<file path="src/rtl/day_9_rr_arbiter_bin_pkg.sv">
// Shared constants and FSM state type for the 16-way round-robin arbiter.
// Latency: none (declarations only).
// Backpressure: not applicable.
package day_9_arb_pkg;

  localparam int NUM_REQ = 16;
  localparam int IDX_W   = 4;

  typedef enum logic {
    IDLE  = 1'b0,
    GRANT = 1'b1
  } arb_state_t;

endpackage

</file>
<file path="src/rtl/day_9_rr_arbiter_bin_if.sv">
// Request/grant bundle between the requesters and the arbiter.
// Latency: none (wiring only).
// Backpressure: gnt_ready_i from the grant consumer stalls gnt_valid_o/gnt_idx_o.
interface day_9_rr_arbiter_bin_if;
  import day_9_arb_pkg::*;

  logic [NUM_REQ-1:0] req_i;
  logic               gnt_ready_i;
  logic               gnt_valid_o;
  logic [IDX_W-1:0]   gnt_idx_o;
  logic               busy_o;

  // Arbiter side.
  modport master (
    input  req_i,
    input  gnt_ready_i,
    output gnt_valid_o,
    output gnt_idx_o,
    output busy_o
  );

  // Requester / grant-consumer side.
  modport slave (
    output req_i,
    output gnt_ready_i,
    input  gnt_valid_o,
    input  gnt_idx_o,
    input  busy_o
  );

endinterface

</file>
<file path="src/rtl/day_9_rr_arbiter_bin_pick.sv">
// Circular first-set search of req starting at ptr, returning a binary index.
// Latency: combinational.
// Backpressure: none; idx is meaningless when any_o is low.
module day_9_rr_pick
  import day_9_arb_pkg::*;
(
  input  logic [NUM_REQ-1:0] req,
  input  logic [IDX_W-1:0]   ptr,
  output logic [IDX_W-1:0]   idx,
  output logic               any_o
);

  logic [2*NUM_REQ-1:0] dbl;
  logic [2*NUM_REQ-1:0] shifted;
  logic [NUM_REQ-1:0]   rot;
  logic [IDX_W-1:0]     off;

  // Rotate right so bit ptr lands at position 0; the doubled vector makes the shift wrap.
  assign dbl     = {req, req};
  assign shifted = dbl >> ptr;
  assign rot     = shifted[NUM_REQ-1:0];
  assign any_o   = |req;

  // Lowest set bit of the rotated vector; scanning downward lets the last hit win.
  always_comb begin
    off = '0;
    for (int i = NUM_REQ - 1; i >= 0; i--) begin
      if (rot[i]) off = IDX_W'(i);
    end
  end

  // Undo the rotation; 4-bit addition wraps modulo 16.
  assign idx = off + ptr;

endmodule

</file>
<file path="src/rtl/day_9_rr_arbiter_bin.sv">
// Round-robin arbiter over 16 requesters with a registered binary grant index.
// Latency: 1 cycle from request to gnt_valid_o; back-to-back grants at one per cycle.
// Backpressure: grant held stable (never retracted) while gnt_ready_i is low; ptr only moves on handshake.
module day_9_rr_arbiter_bin
  import day_9_arb_pkg::*;
(
  input  logic                   clk,
  input  logic                   reset_n,
  day_9_rr_arbiter_bin_if.master arb
);

  arb_state_t       state;
  logic [IDX_W-1:0] ptr;
  logic [IDX_W-1:0] gnt_idx;
  logic             gnt_valid;
  logic             busy;

  logic [IDX_W-1:0] after_gnt;
  logic [IDX_W-1:0] pick_ptr;
  logic [IDX_W-1:0] pick_idx;
  logic             pick_any;
  logic             handshake;

  assign after_gnt = gnt_idx + IDX_W'(1);
  assign handshake = gnt_valid & arb.gnt_ready_i;

  // In GRANT the search must start just past the current grant, which is what ptr becomes on handshake.
  assign pick_ptr = (state == GRANT) ? after_gnt : ptr;

  day_9_rr_pick u_pick (
    .req   (arb.req_i),
    .ptr   (pick_ptr),
    .idx   (pick_idx),
    .any_o (pick_any)
  );

  // FSM with registered grant outputs; busy tracks the next state so it always equals gnt_valid.
  always_ff @(posedge clk or negedge reset_n) begin
    if (!reset_n) begin
      state     <= IDLE;
      ptr       <= '0;
      gnt_idx   <= '0;
      gnt_valid <= 1'b0;
      busy      <= 1'b0;
    end else begin
      case (state)
        IDLE: begin
          if (pick_any) begin
            gnt_idx   <= pick_idx;
            gnt_valid <= 1'b1;
            busy      <= 1'b1;
            state     <= GRANT;
          end
        end
        GRANT: begin
          if (handshake) begin
            ptr <= after_gnt;
            if (pick_any) begin
              gnt_idx <= pick_idx;
            end else begin
              gnt_valid <= 1'b0;
              busy      <= 1'b0;
              state     <= IDLE;
            end
          end
        end
        default: begin
          state     <= IDLE;
          gnt_valid <= 1'b0;
          busy      <= 1'b0;
        end
      endcase
    end
  end

  assign arb.gnt_valid_o = gnt_valid;
  assign arb.gnt_idx_o   = gnt_idx;
  assign arb.busy_o      = busy;

endmodule

</file>
<file path="src/flat_wrapper.sv">
// flat-port wrapper written by rule: the top's interface ports become plain ports
module day_9_rr_arbiter_bin_flat import day_9_arb_pkg::*;
  (clk, reset_n, arb_req_i, arb_gnt_ready_i, arb_gnt_valid_o, arb_gnt_idx_o, arb_busy_o);
  day_9_rr_arbiter_bin_if arb_i ();
  input  logic clk;
  input  logic reset_n;
  input wire logic [$bits(arb_i.req_i)-1:0] arb_req_i;
  input wire logic [$bits(arb_i.gnt_ready_i)-1:0] arb_gnt_ready_i;
  output wire logic [$bits(arb_i.gnt_valid_o)-1:0] arb_gnt_valid_o;
  output wire logic [$bits(arb_i.gnt_idx_o)-1:0] arb_gnt_idx_o;
  output wire logic [$bits(arb_i.busy_o)-1:0] arb_busy_o;
  assign arb_i.req_i = arb_req_i;
  assign arb_i.gnt_ready_i = arb_gnt_ready_i;
  assign arb_gnt_valid_o = arb_i.gnt_valid_o;
  assign arb_gnt_idx_o = arb_i.gnt_idx_o;
  assign arb_busy_o = arb_i.busy_o;
  day_9_rr_arbiter_bin u_core (.clk(clk), .reset_n(reset_n), .arb(arb_i));
endmodule
</file>
<file path="config.mk">
export PLATFORM = sky130hd
export DESIGN_NAME = day_9_rr_arbiter_bin_flat
export DESIGN_NICKNAME = d
export VERILOG_FILES = /design/src/rtl/day_9_rr_arbiter_bin_pkg.sv /design/src/rtl/day_9_rr_arbiter_bin_if.sv /design/src/rtl/day_9_rr_arbiter_bin_pick.sv /design/src/rtl/day_9_rr_arbiter_bin.sv /design/src/flat_wrapper.sv
export SDC_FILE = /design/constraint.sdc
export NUM_CORES = 1
export LEC_CHECK = 0
export ABC_AREA = 1
export ABC_CLOCK_PERIOD_IN_PS = 7800
export BUFFER_PORTS_ARGS = -buffer_cell sky130_fd_sc_hd__buf_2
export CAP_MARGIN = 20
export CORE_MARGIN = 2
export CORE_UTILIZATION = 40
export CTS_BUF_LIST = sky130_fd_sc_hd__clkbuf_8
export DETAILED_ROUTE_END_ITERATION = 8
export SETUP_SLACK_MARGIN = 0.3
export SYNTH_ARGS = -nofsm -noshare
export SYNTH_HDL_FRONTEND = slang
export SYNTH_SLANG_ARGS = --single-unit
</file>
<file path="constraint.sdc">
create_clock -name clk -period 7.8 [get_ports clk]
set_clock_uncertainty 0.2 [all_clocks]
set_input_delay 0.39 -clock clk [delete_from_list [all_inputs] [get_ports clk]]
set_output_delay 0.39 -clock clk [all_outputs]
set_load 0.05 [all_outputs]
</file>
## Word-level counts from Yosys, hierarchy flattened

Index checks and enable logic that the tools add are counted.
W data, S select, Z words.

| word-level totals | value |
|---|---|
| flip-flop bits (word level) | 10 |
| input port bits | 19 |
| output and inout bits | 6 |
| logic and storage cells | 42 |

| operators by class | value |
|---|---|
| add/sub/neg operators | 2 |
| equal/unequal tests | 3 |
| shift-type cells | 1 |
| muxes and demuxes | 27 |
| bitwise gates (word level) | 2 |
| reductions and logical operators | 3 |

Operator list:

| cell | number |
|---|---|
| $mux W4 | 19 |
| $shr A32 B4 Y16 | 1 |
| $reduce_or A16 Y1 | 1 |
| $pmux W4 S2 | 1 |
| $mux W1 | 5 |
| $add A4 B1 Y4 const B | 1 |
| $add A4 B4 Y4 | 1 |
| $ne A2 B2 Y1 const B | 2 |
| $pmux W1 S2 | 2 |
| $reduce_and A3 Y1 | 1 |
| $ne A2 B1 Y1 const B | 1 |
| $reduce_and A2 Y1 | 1 |
| $and A1 B1 Y1 | 1 |
| $not A1 Y1 | 1 |

## Longest topological paths before layout

Gate-level depths: netlist of the first run.

| logic depth | value |
|---|---|
| depth after elaboration | 23 |
| mapped depth | 30 |
| gate-level depth less buffers | 30 |

## Hierarchy

Synthesis of the first run repeated with hierarchy kept, for this count alone.

| unflattened totals | value |
|---|---|
| cell total of the unflattened synthesis | 282 |
| area, all modules | 1734.2 um^2 |

Modules (own cells, without submodules):

| module | times used | cells an instance | area each (um^2) |
|---|---|---|---|
| day_9_rr_pick | 1 | 224 | 1247.4 |
| day_9_rr_arbiter_bin | 1 | 58 | 486.7 |

## Worst setup path after synthesis of the first run

OpenSTA, ideal clock, no wires.

| timing | value |
|---|---|
| kind | register -> register |
| from | register u_core.gnt_idx[0], in the netlist u_core.arb.gnt_idx_o[0] |
| to | register u_core.gnt_idx[3], in the netlist u_core.arb.gnt_idx_o[3] |
| setup time | 120 ps |
| arrival time | 3534 ps |
| path slack | 3947 ps |
| stages on the path, launching flop included | 23 |
| path buffers | 1 |
| cell sequence | dfrtp_1 ha_1 inv_1 nand2_2 o21ai_4 buf_4 nand2_1 nand2_1 nor2_1 a31oi_1 nand2_1 o21ai_0 nand2_1 o21ai_0 nand2_1 a21boi_0 ha_1 a21o_1 a21oi_1 xor2_1 nand3_1 nand3b_1 o21ai_2 |

| on the way | value |
|---|---|
| longest elaborated chain between the ends | 23 |

Ends and longest elaborated chain:

| element | RTL line | text |
|---|---|---|
| start: declaration | day_9_rr_arbiter_bin.sv:14 | `logic [IDX_W-1:0] gnt_idx;` |
| start signal: assignment | day_9_rr_arbiter_bin.sv:49 | `gnt_idx <= pick_idx;` |
| start signal: assignment | day_9_rr_arbiter_bin.sv:59 | `gnt_idx <= pick_idx;` |
| $add A4 B1 Y4 (*) | day_9_rr_arbiter_bin.sv:24 | `assign after_gnt = gnt_idx + IDX_W'(1);` |
| named net u_core.after_gnt[1] | day_9_rr_arbiter_bin.sv:18 | `logic [IDX_W-1:0] after_gnt;` |
| $mux W4 (*) | day_9_rr_arbiter_bin.sv:28 | `assign pick_ptr = (state == GRANT) ? after_gnt : ptr;` |
| $shr A32 B4 Y16 | day_9_rr_arbiter_bin_pick.sv:20 | `assign shifted = dbl >> ptr;` |
| $mux W4 (16 in a row) | day_9_rr_arbiter_bin_pick.sv:28 | `if (rot[i]) off = IDX_W'(i);` |
| $add A4 B4 Y4 (*) | day_9_rr_arbiter_bin_pick.sv:33 | `assign idx = off + ptr;` |
| $mux W4 (*) | day_9_rr_arbiter_bin.sv:48, day_9_rr_arbiter_bin.sv:58 |  |
| $mux W4 | day_9_rr_arbiter_bin.sv:56 | `if (handshake) begin` |
| $pmux W4 S2 (*) | day_9_rr_arbiter_bin.sv:46 | `case (state)` |

The timed path passes the listed nets; every way through them passes the cells marked *. The select of a mux whose other input is x is not followed.
A chain may end at the register's enable or synchronous reset.

## Worst setup path after layout of the first run

| timing | value |
|---|---|
| from | register u_core.state |
| to | register u_core.gnt_idx[3], in the netlist u_core.arb.gnt_idx_o[3] |

| on the way | value |
|---|---|
| longest elaborated chain between the ends | 22 |
| elaborated cells on any way between the ends | 24 |

Ends and longest elaborated chain:

| element | RTL line | text |
|---|---|---|
| start: declaration | day_9_rr_arbiter_bin.sv:12 | `arb_state_t state;` |
| start signal: assignment | day_9_rr_arbiter_bin.sv:40 | `state <= IDLE;` |
| start signal: assignment | day_9_rr_arbiter_bin.sv:52 | `state <= GRANT;` |
| start signal: assignment | day_9_rr_arbiter_bin.sv:63 | `state <= IDLE;` |
| $mux W4 | day_9_rr_arbiter_bin.sv:28 |  |
| $shr A32 B4 Y16 | day_9_rr_arbiter_bin_pick.sv:20 |  |
| $mux W4 (16 in a row) | day_9_rr_arbiter_bin_pick.sv:28 |  |
| $add A4 B4 Y4 | day_9_rr_arbiter_bin_pick.sv:33 |  |
| $mux W4 | day_9_rr_arbiter_bin.sv:48, day_9_rr_arbiter_bin.sv:58 |  |
| $mux W4 | day_9_rr_arbiter_bin.sv:56 |  |
| $pmux W4 S2 | day_9_rr_arbiter_bin.sv:46 |  |

Parallel ways exist; a longest one is shown, timed or not. The select of a mux whose other input is x is not followed.

==> results of run 1 <==
[per-layer routing]
layer  part of all wire [%]  wire, um
met1                     46      2190
met2                     48      2240
met3                    3.8       177
met4                    2.2       102
met5                      0         0
[worst max-delay path, delay by kind of cell (launching register included)]
family                     cells  cell delay, ns
AOI/OAI and AO/OA              9            1.74
and+or+nand+nor                6            0.82
DFF                            1            0.63
adders and majority gates      1            0.31
buffers and inverters          1            0.20
xor gates and xnor gates       1            0.19
[layout by cell type (no fill, tap or decap)]
cell | Yosys | final
sky130_fd_sc_hd__a21boi_0 | 1 | 1
sky130_fd_sc_hd__a21boi_2 | 1 | 1
sky130_fd_sc_hd__a21o_1 | 1 | 1
sky130_fd_sc_hd__a21oi_1 | 4 | 4
sky130_fd_sc_hd__a31oi_1 | 4 | 4
sky130_fd_sc_hd__and2_0 | 1 | 1
sky130_fd_sc_hd__and2_1 | 4 | 4
sky130_fd_sc_hd__buf_2 | 3 | 24
sky130_fd_sc_hd__clkbuf_8 | 0 | 3
sky130_fd_sc_hd__dfrtp_1 | 10 | 10
sky130_fd_sc_hd__dlygate4sd3_1 | 0 | 1
sky130_fd_sc_hd__fa_1 | 1 | 1
sky130_fd_sc_hd__ha_1 | 4 | 4
sky130_fd_sc_hd__inv_1 | 32 | 32
sky130_fd_sc_hd__inv_2 | 2 | 2
sky130_fd_sc_hd__nand2_1 | 131 | 131
sky130_fd_sc_hd__nand2_2 | 1 | 1
sky130_fd_sc_hd__nand2_4 | 3 | 3
sky130_fd_sc_hd__nand3_1 | 56 | 56
sky130_fd_sc_hd__nand3b_1 | 1 | 1
sky130_fd_sc_hd__nand4_1 | 4 | 4
sky130_fd_sc_hd__nor2_1 | 16 | 16
sky130_fd_sc_hd__nor2_2 | 3 | 3
sky130_fd_sc_hd__o21a_1 | 1 | 1
sky130_fd_sc_hd__o21ai_0 | 11 | 11
sky130_fd_sc_hd__o21ai_1 | 10 | 10
sky130_fd_sc_hd__o21ai_2 | 1 | 1
sky130_fd_sc_hd__o21ai_4 | 2 | 2
sky130_fd_sc_hd__or2_2 | 1 | 1
sky130_fd_sc_hd__xnor2_1 | 1 | 1
sky130_fd_sc_hd__xor2_1 | 3 | 3
[kinds of logic after synthesis]
logic type      synth area share, %
simple gates                   55.1
buf+inv                        11.6
compound gates                 12.9
flops                          14.3
fa+ha+maj                      4.02
xor+xnor                       2.01
[layout make-up]
| type | count | area, sq um |
|---|---|---|
| Inverter | 34 | 128 |
| Sequential cell | 10 | 250 |
| Tap cell | 52 | 65.1 |
| Multi-Input combinational cell | 266 | 1290 |
| Fill cell | 477 | 2360 |
| Timing Repair Buffer | 25 | 130 |
| Clock buffer | 3 | 41.3 |
[flip-flops by register name, indices dropped and copies added, names as in the netlist]
register / flops
u_core.arb.gnt_idx_o: 4
u_core.state: 1
u_core.arb.gnt_valid_o: 1
u_core.ptr: 4
[per-stage QoR]
step / cells / worst slack [ns] / utilization (%) / hold slack [ns]
after floorplan: 320 / 3.95 / - / -0.106
after global placement: 386 / 3.68 / 43.5 / 0.0642
after detailed placement: 386 / 3.65 / 43.5 / 0.0628
after CTS: 390 / 3.63 / 44.7 / 0.290
after global routing: 390 / 3.14 / 44.7 / 0.313
final: 390 / 3.60 / 44.7 / 0.293
[worst paths after layout]
kind                               start                       to  depth (start not counted)
setup / recovery            u_core.state  u_core.arb.gnt_idx_o[3]                         18
hold / removal             u_core.ptr[2]            u_core.ptr[2]                          2
setup reg to reg            u_core.state  u_core.arb.gnt_idx_o[3]                         18
hold reg to reg            u_core.ptr[2]            u_core.ptr[2]                          2
max in group asynchronous        reset_n            u_core.ptr[0]                          2
min in group asynchronous        reset_n  u_core.arb.gnt_idx_o[3]                          2
==> results list, run 1 <==
* Hold/Removal Path Class: reg2reg
* Ranking of synthesized cells by instance count: sky130_fd_sc_hd__nand2_1, sky130_fd_sc_hd__nand3_1, sky130_fd_sc_hd__inv_1, sky130_fd_sc_hd__nor2_1, sky130_fd_sc_hd__o21ai_0
- Setup repair after global routing missed its margin: no
- Buffers inserted during post-CTS setup optimization: 0
* Crit path kind: reg2reg
- Worst-skew pair later-pin latency: 0.24 ns
- The floorplan has 24 rows.
- Launching element type of the critical path: flip-flop
- Yosys reg bits: 10
- For this run, design rule violations remaining after detail routing come to 0.
* Setup violations, final: 0
* Vias per std cell: 5.16
* Total Die Area: 4900 sq um
- The worst register-to-register path has a setup slack of ~3.6 ns.
* Overall fraction of global-route tracks in use: 20.1%
- Setup total negative slack on the finished layout was measured at 0 ns.
- Global routing used 1.44% of the available met3 tracks.
- The via count of the first global-routing pass was 1819.
* Post-Syn Area per Cell: 5.45 sq um
- Timing-limited maximum frequency: 238 MHz
* Sum of net half-perimeters after detailed placement: 3810 um
- Among all flip-flop cells after synthesis, the most frequent one is sky130_fd_sc_hd__dfrtp_1.
- Data on the critical path arrives at its endpoint at slightly above 4 ns.
- Clock transition time at the flip-flop clock pins of the worst setup and hold paths: about 0.05 ns
* Setup crit end kind: flip-flop
- The initial utilization of the core area, before any placement, comes to 40.9%.
- Detailed Routing Iterations Pass 1: 4
- Traced cell by cell, the critical path runs through inv_2 > o21ai_4 > nand3_1 > and2_0 > o21ai_1 > o21ai_0 > nand2_1 > a31oi_1 > o21ai_0 > nand2_1 > a21boi_0 > ha_1 > a21o_1 > a21oi_1 > xor2_1 > nand3_1 > nand3b_1 > o21ai_2.
- Mean routed wirelength per cell: 12.1 um
- Required time of the critical path: 7.73 ns
- The congestion estimate from routability-driven global placement came to 0.900.
* Share of cells above drive strength 1: 12.1%
- Number of max-capacitance violations reported: 0
- Post-synthesis instance area: 1740 sq um
- Once the clock tree was built, the resizer swapped 0 gates to a different size.
- TritonCTS created 3 clock buffers.
- Area share of the largest cell type after synthesis: 28.2%
- After layout, the minimum clock period comes to 4.20 ns.
* Post-synthesis cell type with the largest combined area: sky130_fd_sc_hd__nand2_1
- Clock tree synthesis found a total of 10 sinks.
* Detailed Route WL: 4710 um
* Antenna diode instance count: 0
- On the critical path, the stage with the largest delay is an instance of sky130_fd_sc_hd__dfrtp_1.
* Final clock period utilization by the worst path: 53.8%
- Cell types occupying the most area after synthesis: sky130_fd_sc_hd__nand2_1, sky130_fd_sc_hd__nand3_1, sky130_fd_sc_hd__dfrtp_1
* Dpl cell area: 1850 sq um
* GRT Max-Usage Layer: met2
- Run status: finished, final reports clean
- Count of nets after finishing: 364
- Critical Path Max Stage Delay: about 0.63 ns
- Post-DRT Antenna Nets: 0
- Counting flops with a built-in enable in the synthesized netlist gives 0.
- The Yosys step of the flow raised 0 warnings.
* Ports placed on the boundary: 25
- Clock root cell: sky130_fd_sc_hd__clkbuf_8
* Global-route wire length before repair: 8090 um
- Layout overhead on the synthesized area: 9.25%
- Via count: 2011
- After routing the design area is 1910 sq um.
* Port buffer count: 24
* Max-slew headroom: 57.1%
- TritonCTS built the clock tree.
- The first routing iteration left 194 violations.
- Final Slew Violations: 0
- By instance count, the leading cell after synthesis is sky130_fd_sc_hd__nand2_1.
- Die height: 70.0 um
- Global routing consumed, on the met2 layer, 34.2% of the routing resources.
* Worst Max-Slew Pin Slew: 0.639 ns
* Routing usage on met1: 27.0%
- Antenna violations before repair: 0
- After synthesis, flip-flops and latches occupy 14.3% of the total area.
* Number of endpoints with negative hold slack in the final report: 0
- The die is 70.0 um wide.
- Entering global routing, the biggest net connects 19 pins.
* Final global-route overflow total: 0
- The floorplan step defined a core boundary enclosing 4260 sq um.
- Number of buffers added to fix hold violations after cts: 1
- Synthesis produced 320 cells.
- Share of async-settable or async-resettable flops after synthesis: 100%
- Of all nets on the critical path, the largest fanout is 18.
- Cell variety after synth: 31
- CTS Buffer Depth: 2
* Total nets after synthesis: 344
- CTS built an H-tree with a depth of 1.
Power of run 1 is left out: the tool's default activity adds up to more than one toggle a clock period on the data nets, which glitch-free logic cannot reach.
==> run 2, diff against run 1 <==
Settings changed: ABC_CLOCK_PERIOD_IN_PS 7800 to 3800.
Clock period 7.8 ns to 3.8 ns, I/O delays scaled along.
==> results list, run 2 (synthesis results as in run 1) <==
- The boundary pin count is 25 (unchanged).
- TritonCTS built the clock tree.
- Share of cells above drive strength 1: 34.0% (+22 points)
- Starting Density: 40.9% (unchanged)
- The first-iteration detailed-routing DRC count came to 175 (-9.8%).
* Post-route worst setup slack: 0.278 ns (-3.32 ns)
- The worst hold path begins at arb_gnt_ready_i.
* GPL Wtd Cong: 0.885 (-1.6%)
- Hold/Removal Path Class: in2reg
- The flow ran to the end, and the final reports show no timing, DRC or antenna violations.
- The antenna diode count is 0 (unchanged).
* Vias per std cell: 5.27 (+2.1%)
- The worst setup path is of the reg2reg kind.
* Most frequent standard cell in the layout excluding fill and tap cells: sky130_fd_sc_hd__nand2_1
* Metal1 wirelength: 2480 um (+13%)
- Antenna violations before repair: 0 (unchanged)
- Uppermost routed layer: met4
* Setup violations, final: 0 (unchanged)
- The count of vias placed by the detailed router came to 2228 (+11%).
- The count of buffering cells on the critical path with inverters included is 3 (+2).
- Launching element of the worst setup path: u_core.arb.gnt_idx_o[0]
* Detailed Routing Iterations Pass 1: 5 (+1)
- Timing-limited maximum frequency: 284 MHz (+19%)
- The placeable core region came to 4260 sq um (unchanged).
- Launching element type of the critical path: flip-flop
- The total half-perimeter wirelength after legalization and detailed placement came to 4080 um (+7.1%).
- Start of the worst register-to-register path: u_core.arb.gnt_idx_o[0]
- Number of max-capacitance violations reported: 0 (unchanged)
- The highest fanout seen on the critical path was 6 (-12).
- Post-DRT Antenna Nets: 0 (unchanged)
- Die height: 70.0 um (unchanged)
- The cell family contributing the most delay on the critical path is simple AND/OR/NAND/NOR gates.
* Leading cell types in the layout, fill and taps excluded: sky130_fd_sc_hd__nand2_1, sky130_fd_sc_hd__inv_1, sky130_fd_sc_hd__nand3_1
* Mean routed wirelength per cell: 13.2 um (+9.6%)
* Max-slew headroom: 72.7% (+16 points)
- The clock edge transition at the registers on the reported setup and hold paths is 0.05 ns (about the same).
* Routed wire length on met3: 208 um (+18%)
- The width of the die came to 70.0 um (unchanged).
- Worst slack at placement: 0.0538 ns (-3.60 ns)
- The H-tree level count was 1 (unchanged).
- The arrival time at the worst endpoint was 3.44 ns (-0.69 ns).
- The final worst hold slack was 0.0890 ns (-0.204 ns).
* Largest net degree at the start of global routing: 19 (unchanged)
- The number of buffers on the longest clock path came to 2 (unchanged).
- CTS sink cnt: 10 (unchanged)
- The number of buffers inserted by port buffering came to 24 (unchanged).
* Worst-skew pair later-pin latency: 0.23 ns (about the same)
* Total Die Area: 4900 sq um (unchanged)
* Critical Path Max Stage Delay: 0.44 ns (-0.19 ns)
* Count of nets after finishing: 396 (+8.8%)
* Worst Max-Slew Pin Slew: 0.408 ns (-0.231 ns)
- Required time of the critical path: 3.72 ns (-4.01 ns)
* Max stage delay cell, worst path: sky130_fd_sc_hd__fa_2
- Compared with the post-synthesis result, the final layout area differs by 41.7%.
- The total track usage was 21.7% (+1.5 points).
- Row cnt: 24 (unchanged)
- The number of max-slew violations in the final report came to 0 (unchanged).
- The via count of the first global-routing pass came to 2027 (+11%).
* Number of endpoints with negative hold slack in the final report: 0 (unchanged)
- The met2 wire length came to 2790 um (+25%).
* Final clock period utilization by the worst path: 92.7% (+39 points)
* Final Util: 58.0% (+13 points)
- TritonCTS buffer count: 3 (unchanged)
- By instance count, the cell type seen most on the critical path is sky130_fd_sc_hd__nand2_1.
- Flop-to-flop setup slack: 0.28 ns (-3.32 ns)
- The total wire length after detailed routing came to 5600 um (+19%).
- The worst setup path is captured at a flip-flop.
- Final global-route overflow total: 0 (unchanged)
* Post-route minimum period: 3.52 ns (-0.677 ns)
- The DRC violation count after routing was 0 (unchanged).
- The cell sitting at the root of the clock tree is a sky130_fd_sc_hd__clkbuf_8.
- Global-route wire length before repair: 8790 um (+8.7%)
- Setup repair after global routing could not meet its margin everywhere.
## run 2: changes by cell type in the layout (fill, tap and decap cells not counted), moves of 7 or more
| cell | previous run | this run |
|---|---|---|
| sky130_fd_sc_hd__nand2_1 | 131 | 121 |
| sky130_fd_sc_hd__nand3_4 | 0 | 7 |
| sky130_fd_sc_hd__nand3_2 | 0 | 17 |
| sky130_fd_sc_hd__nand3_1 | 56 | 32 |
| sky130_fd_sc_hd__nand2_2 | 1 | 9 |
| sky130_fd_sc_hd__buf_4 | 0 | 26 |
## run 2: through the flow
stage / std cells / TNS, ns / instance area [sq um]
after global placement: 400 / 0 / 1970
after detailed placement: 400 / 0 / 1970
after CTS: 409 / 0 / 2140
final: 423 / 0 / 2470
after floorplan: 320 / 0 / 1760
after global routing: 423 / -0.00670 / 2470
## run 2: worst reg2reg max path: stages, from the launching register on
cell	delay (ns)
sky130_fd_sc_hd__dfrtp_2	0.43
sky130_fd_sc_hd__ha_4	0.29
sky130_fd_sc_hd__inv_4	0.04
sky130_fd_sc_hd__o21ai_4	0.24
sky130_fd_sc_hd__buf_6	0.16
sky130_fd_sc_hd__nand3_2	0.11
sky130_fd_sc_hd__nand3_2	0.11
sky130_fd_sc_hd__nand3_2	0.09
sky130_fd_sc_hd__nand2_2	0.10
sky130_fd_sc_hd__nand2_1	0.06
sky130_fd_sc_hd__nand2_1	0.06
sky130_fd_sc_hd__nand2_1	0.04
sky130_fd_sc_hd__nand2_1	0.05
sky130_fd_sc_hd__nand2_1	0.05
sky130_fd_sc_hd__nand2_1	0.05
sky130_fd_sc_hd__nand2_1	0.05
sky130_fd_sc_hd__nand2_1	0.06
sky130_fd_sc_hd__nand2_1	0.05
sky130_fd_sc_hd__nand2_1	0.05
sky130_fd_sc_hd__nand2_1	0.04
sky130_fd_sc_hd__nand2_1	0.05
sky130_fd_sc_hd__nand2_1	0.06
sky130_fd_sc_hd__a21oi_2	0.13
sky130_fd_sc_hd__ha_2	0.18
sky130_fd_sc_hd__buf_4	0.11
sky130_fd_sc_hd__fa_2	0.44
sky130_fd_sc_hd__nand2_1	0.07
sky130_fd_sc_hd__nand2_1	0.05
## run 2: path summary, 6_finish.rpt
path                                      endpoint  cells past startpoint
min in group asynchronous  u_core.arb.gnt_idx_o[3]                      2
setup / recovery           u_core.arb.gnt_idx_o[1]                     27
setup reg to reg           u_core.arb.gnt_idx_o[1]                     27
max in group asynchronous  u_core.arb.gnt_idx_o[0]                      2
hold / removal                        u_core.state                      4
hold reg to reg                      u_core.ptr[2]                      2
## run 2: final cells by class
| type | instances | area (sq um) |
|---|---|---|
| clock buffers | 3 | 41.3 |
| inverters | 34 | 130 |
| multi-input cells | 267 | 1600 |
| well taps | 52 | 65.1 |
| repair buffers | 56 | 382 |
| clock inverters | 1 | 3.75 |
| flip-flops and latches | 10 | 253 |
| fillers | 432 | 1790 |
## run 2: repair_timing
item | CTS | global route
cloned | 0 | 1
resized for setup | 22 | 48
pin swaps | 8 | 27
endpoints found under the hold margin | 10 | 0
buffers inserted | 4 | 13
setup endpoints to repair | 3 | 3
hold buffers | 1 | 0
## run 2: layer usage
layer	track usage (%)	vias up
met3	1.15	12
met1	27.6	1017
met2	39.2	63
met5	0	-
li1	-	1136
met4	6.62	0
Power of run 2 is left out for the same reason.
==> run 3, diff against run 2 <==
Settings changed: ABC_CLOCK_PERIOD_IN_PS 3800 to 3350.
Clock period 3.8 ns to 3.35 ns, I/O delays scaled along.
==> results list, run 3 (synthesis results as in run 1) <==
* Tightest hold margin: 0.0572 ns (-0.0319 ns)
- STA classifies the critical path endpoint as a flip-flop.
- The worst hold path begins at arb_gnt_ready_i.
- The highest achievable clock rate was 273 MHz (-3.7%).
- The number of filler instances in the final layout is 422 (-2.3%).
* Capture instance of the worst register-to-register path: u_core.arb.gnt_idx_o[3]
- Run status: finished, violations left
* Row cnt: 24 (unchanged)
* Leading cell types in the layout, fill and taps excluded: sky130_fd_sc_hd__nand2_1, sky130_fd_sc_hd__buf_4, sky130_fd_sc_hd__inv_1
- Worst-case reg-to-reg path depth: 22 (-19%)
* CTS Buffer Depth: 2 (unchanged)
- The clock edge transition at the registers on the reported setup and hold paths came to 0.04 ns (about the same).
- The routability congestion estimate came to 0.894 (+1.0%).
- Hold/Removal Path Class: in2reg
* Worst Max-Slew Pin Slew: 0.317 ns (-0.0917 ns)
* Worst slack at placement: -0.333 ns (-0.387 ns)
* Number of endpoints with negative hold slack in the final report: 0 (unchanged)
- The highest fanout seen on the critical path came to 8 (+2).
- Flop-to-flop setup slack: -0.31 ns (-0.59 ns)
- In this run the critical register-to-register path is launched from u_core.arb.gnt_idx_o[0].
* Final clock period utilization by the worst path: 109% (+16 points)
- The starting density of the core was 40.9% (unchanged).
- The y dimension of the die is 70.0 um (unchanged).
- The total track usage was 22.2% (+0.49 points).
- The final setup TNS is -0.830 ns (-0.830 ns).
- The required arrival time at the worst endpoint was 3.27 ns (-0.45 ns).
- TritonCTS buffer count: 3 (unchanged)
- Violation count after the first detailed-route iteration: 287 (+64%)
- Final global-route overflow total: 0 (unchanged)
- Antenna violations before repair: 0 (unchanged)
- Total Die Area: 4900 sq um (unchanged)
- CTS sink cnt: 10 (unchanged)
- The count of vias placed by the detailed router is 2346 (+5.3%).
* Clock root cell: sky130_fd_sc_hd__clkbuf_8
- Global-route wire length before repair: 8940 um (+1.7%)
- Share of cells above drive strength 1: 38.6% (+4.6 points)
- Largest net degree at the start of global routing: 17 (-2)
- Library cell appearing most often on the critical path: sky130_fd_sc_hd__nand2_1
- Number of max-capacitance violations reported: 0 (unchanged)
- Layout overhead on the synthesized area: 52.7%
- The final setup slack of the worst path was -0.307 ns (-0.585 ns).
- The H-tree level count came to 1 (unchanged).
- Antenna diode instance count: 0 (unchanged)
* Via count of the first global-routing pass: 2089 (+3.1%)
- Sum of net half-perimeters after detailed placement: 4360 um (+6.8%)
- The largest individual stage delay along the critical path comes from the cell sky130_fd_sc_hd__dfrtp_4.
- The final critical delay including setup and external delays is 3.66 ns (+0.135 ns).
* End of the worst hold path: u_core.state
- The number of buffers inserted by port buffering is 24 (unchanged).
* Count of nets after finishing: 415 (+4.8%)
- The insertion delay to the later sink of the worst-skew pair was 0.23 ns (about the same).
- Worst hold path depth: 4 (unchanged)
- The detailed-routing iteration count for the pre-antenna-repair pass came to 5 (unchanged).
* Number of DRC violations after detailed routing: 0 (unchanged)
* Launching element type of the critical path: flip-flop
* Violations in the final reports: negative setup slack
- Post-DRT Antenna Nets: 0 (unchanged)
- Core area: 4260 sq um (unchanged)
* Mean routed wirelength per cell: 13.8 um (+4.1%)
* Critical Path Max Stage Delay: 0.48 ns (+0.04 ns)
- Max-slew headroom: 78.7% (+6.0 points)
- Clock tree from TritonCTS: built
* Setup violations, final: 3 (+3)
* Most frequent standard cell in the layout excluding fill and tap cells: sky130_fd_sc_hd__nand2_1
- The arrival time at the worst endpoint was 3.58 ns (+0.14 ns).
* Vias per std cell: 5.32 (+1.0%)
- Crit path kind: reg2reg
* Final Slew Violations: 0 (unchanged)
- The boundary pin count was 25 (unchanged).
- The total wire length after detailed routing is 6070 um (+8.5%).
* Setup repair after global routing missed its margin: yes
- The width of the die is 70.0 um (unchanged).
- Series of cell instances along the critical path: ha_4 > inv_4 > o21ai_4 > buf_12 > nand3_4 > nand2_1 > nor2_1 > a31oi_1 > nand2_1 > o21ai_2 > nand2_1 > a31oi_1 > o21ai_1 > nand2_1 > a21boi_2 > ha_1 > a21o_1 > a21oi_2 > xor2_1 > nand3_1 > nand3b_1 > o21ai_2
==> run 3: changes by cell type in the layout (fill, tap and decap cells not counted), moves of 2 or more <==
cell,change
sky130_fd_sc_hd__nand3_4,-4
sky130_fd_sc_hd__nor2_1,-3
sky130_fd_sc_hd__nand3_2,+6
sky130_fd_sc_hd__buf_4,+16
sky130_fd_sc_hd__buf_6,-4
sky130_fd_sc_hd__nor2_4,+3
sky130_fd_sc_hd__nand3_1,-2
sky130_fd_sc_hd__buf_12,+4
==> run 3: per-stage QoR <==
step,util (%),cells,instance area [sq um]
after CTS,54.8,434,2340
after global routing,62.4,441,2660
after floorplan,-,320,1780
final,62.4,441,2660
after global placement,53.1,430,2260
after detailed placement,53.1,430,2260
==> run 3: worst max-delay path, delay by kind of cell, from the launching register on <==
| kind | cells | cell delay (ns) |
|---|---|---|
| AND/OR/NAND/NOR | 8 | 0.67 |
| buffers and inverters | 2 | 0.23 |
| adder cells (fa/ha/maj) | 2 | 0.58 |
| AO/OA/AOI/OAI | 9 | 1.22 |
| flip-flops | 1 | 0.48 |
| XOR/XNOR | 1 | 0.18 |
==> run 3: layout make-up <==
| class | count | area [sq um] | share of cell area [%] |
|---|---|---|---|
| Tap cell | 52 | 65.1 | 2.44 |
| Timing Repair Buffer | 74 | 577 | 21.7 |
| Clock buffer | 3 | 41.3 | 1.55 |
| Sequential cell | 10 | 255 | 9.59 |
| Inverter | 34 | 130 | 4.89 |
| Multi-Input combinational cell | 268 | 1590 | 59.9 |
==> run 3: how the worst max path moves through the flow <==
stage,slack [ns],to,startpoint,cells after the start
2_1_floorplan,-0.09,u_core.arb.gnt_idx_o[3],u_core.arb.gnt_idx_o[0],21
3_3_place_gp,-0.29,u_core.arb.gnt_idx_o[3],u_core.arb.gnt_idx_o[0],27
3_5_place_dp,-0.33,u_core.arb.gnt_idx_o[3],u_core.arb.gnt_idx_o[0],27
4_1_cts,-0.20,u_core.arb.gnt_idx_o[3],u_core.arb.gnt_idx_o[0],27
5_1_grt,-0.54,u_core.arb.gnt_idx_o[3],u_core.arb.gnt_idx_o[0],22
6_report,-0.31,u_core.arb.gnt_idx_o[3],u_core.arb.gnt_idx_o[0],22
==> run 3: timing repair <==
action,CTS,global route
pin swaps,2,31
hold endpoints to repair,10,0
hold buffers,1,0
buffers inserted,0,4
resized for setup,7,60
gates cloned,0,3
endpoints found under the setup margin,4,4
==> run 3: per-layer routing <==
layer	share of wire (%)	global-route usage [%]	up-vias
met1	43	27.4	1081
met5	0	0	-
li1	-	-	1176
met3	4.0	1.73	19
met2	50	41.1	70
met4	2.8	5.98	0
Power of run 3 is left out for the same reason.
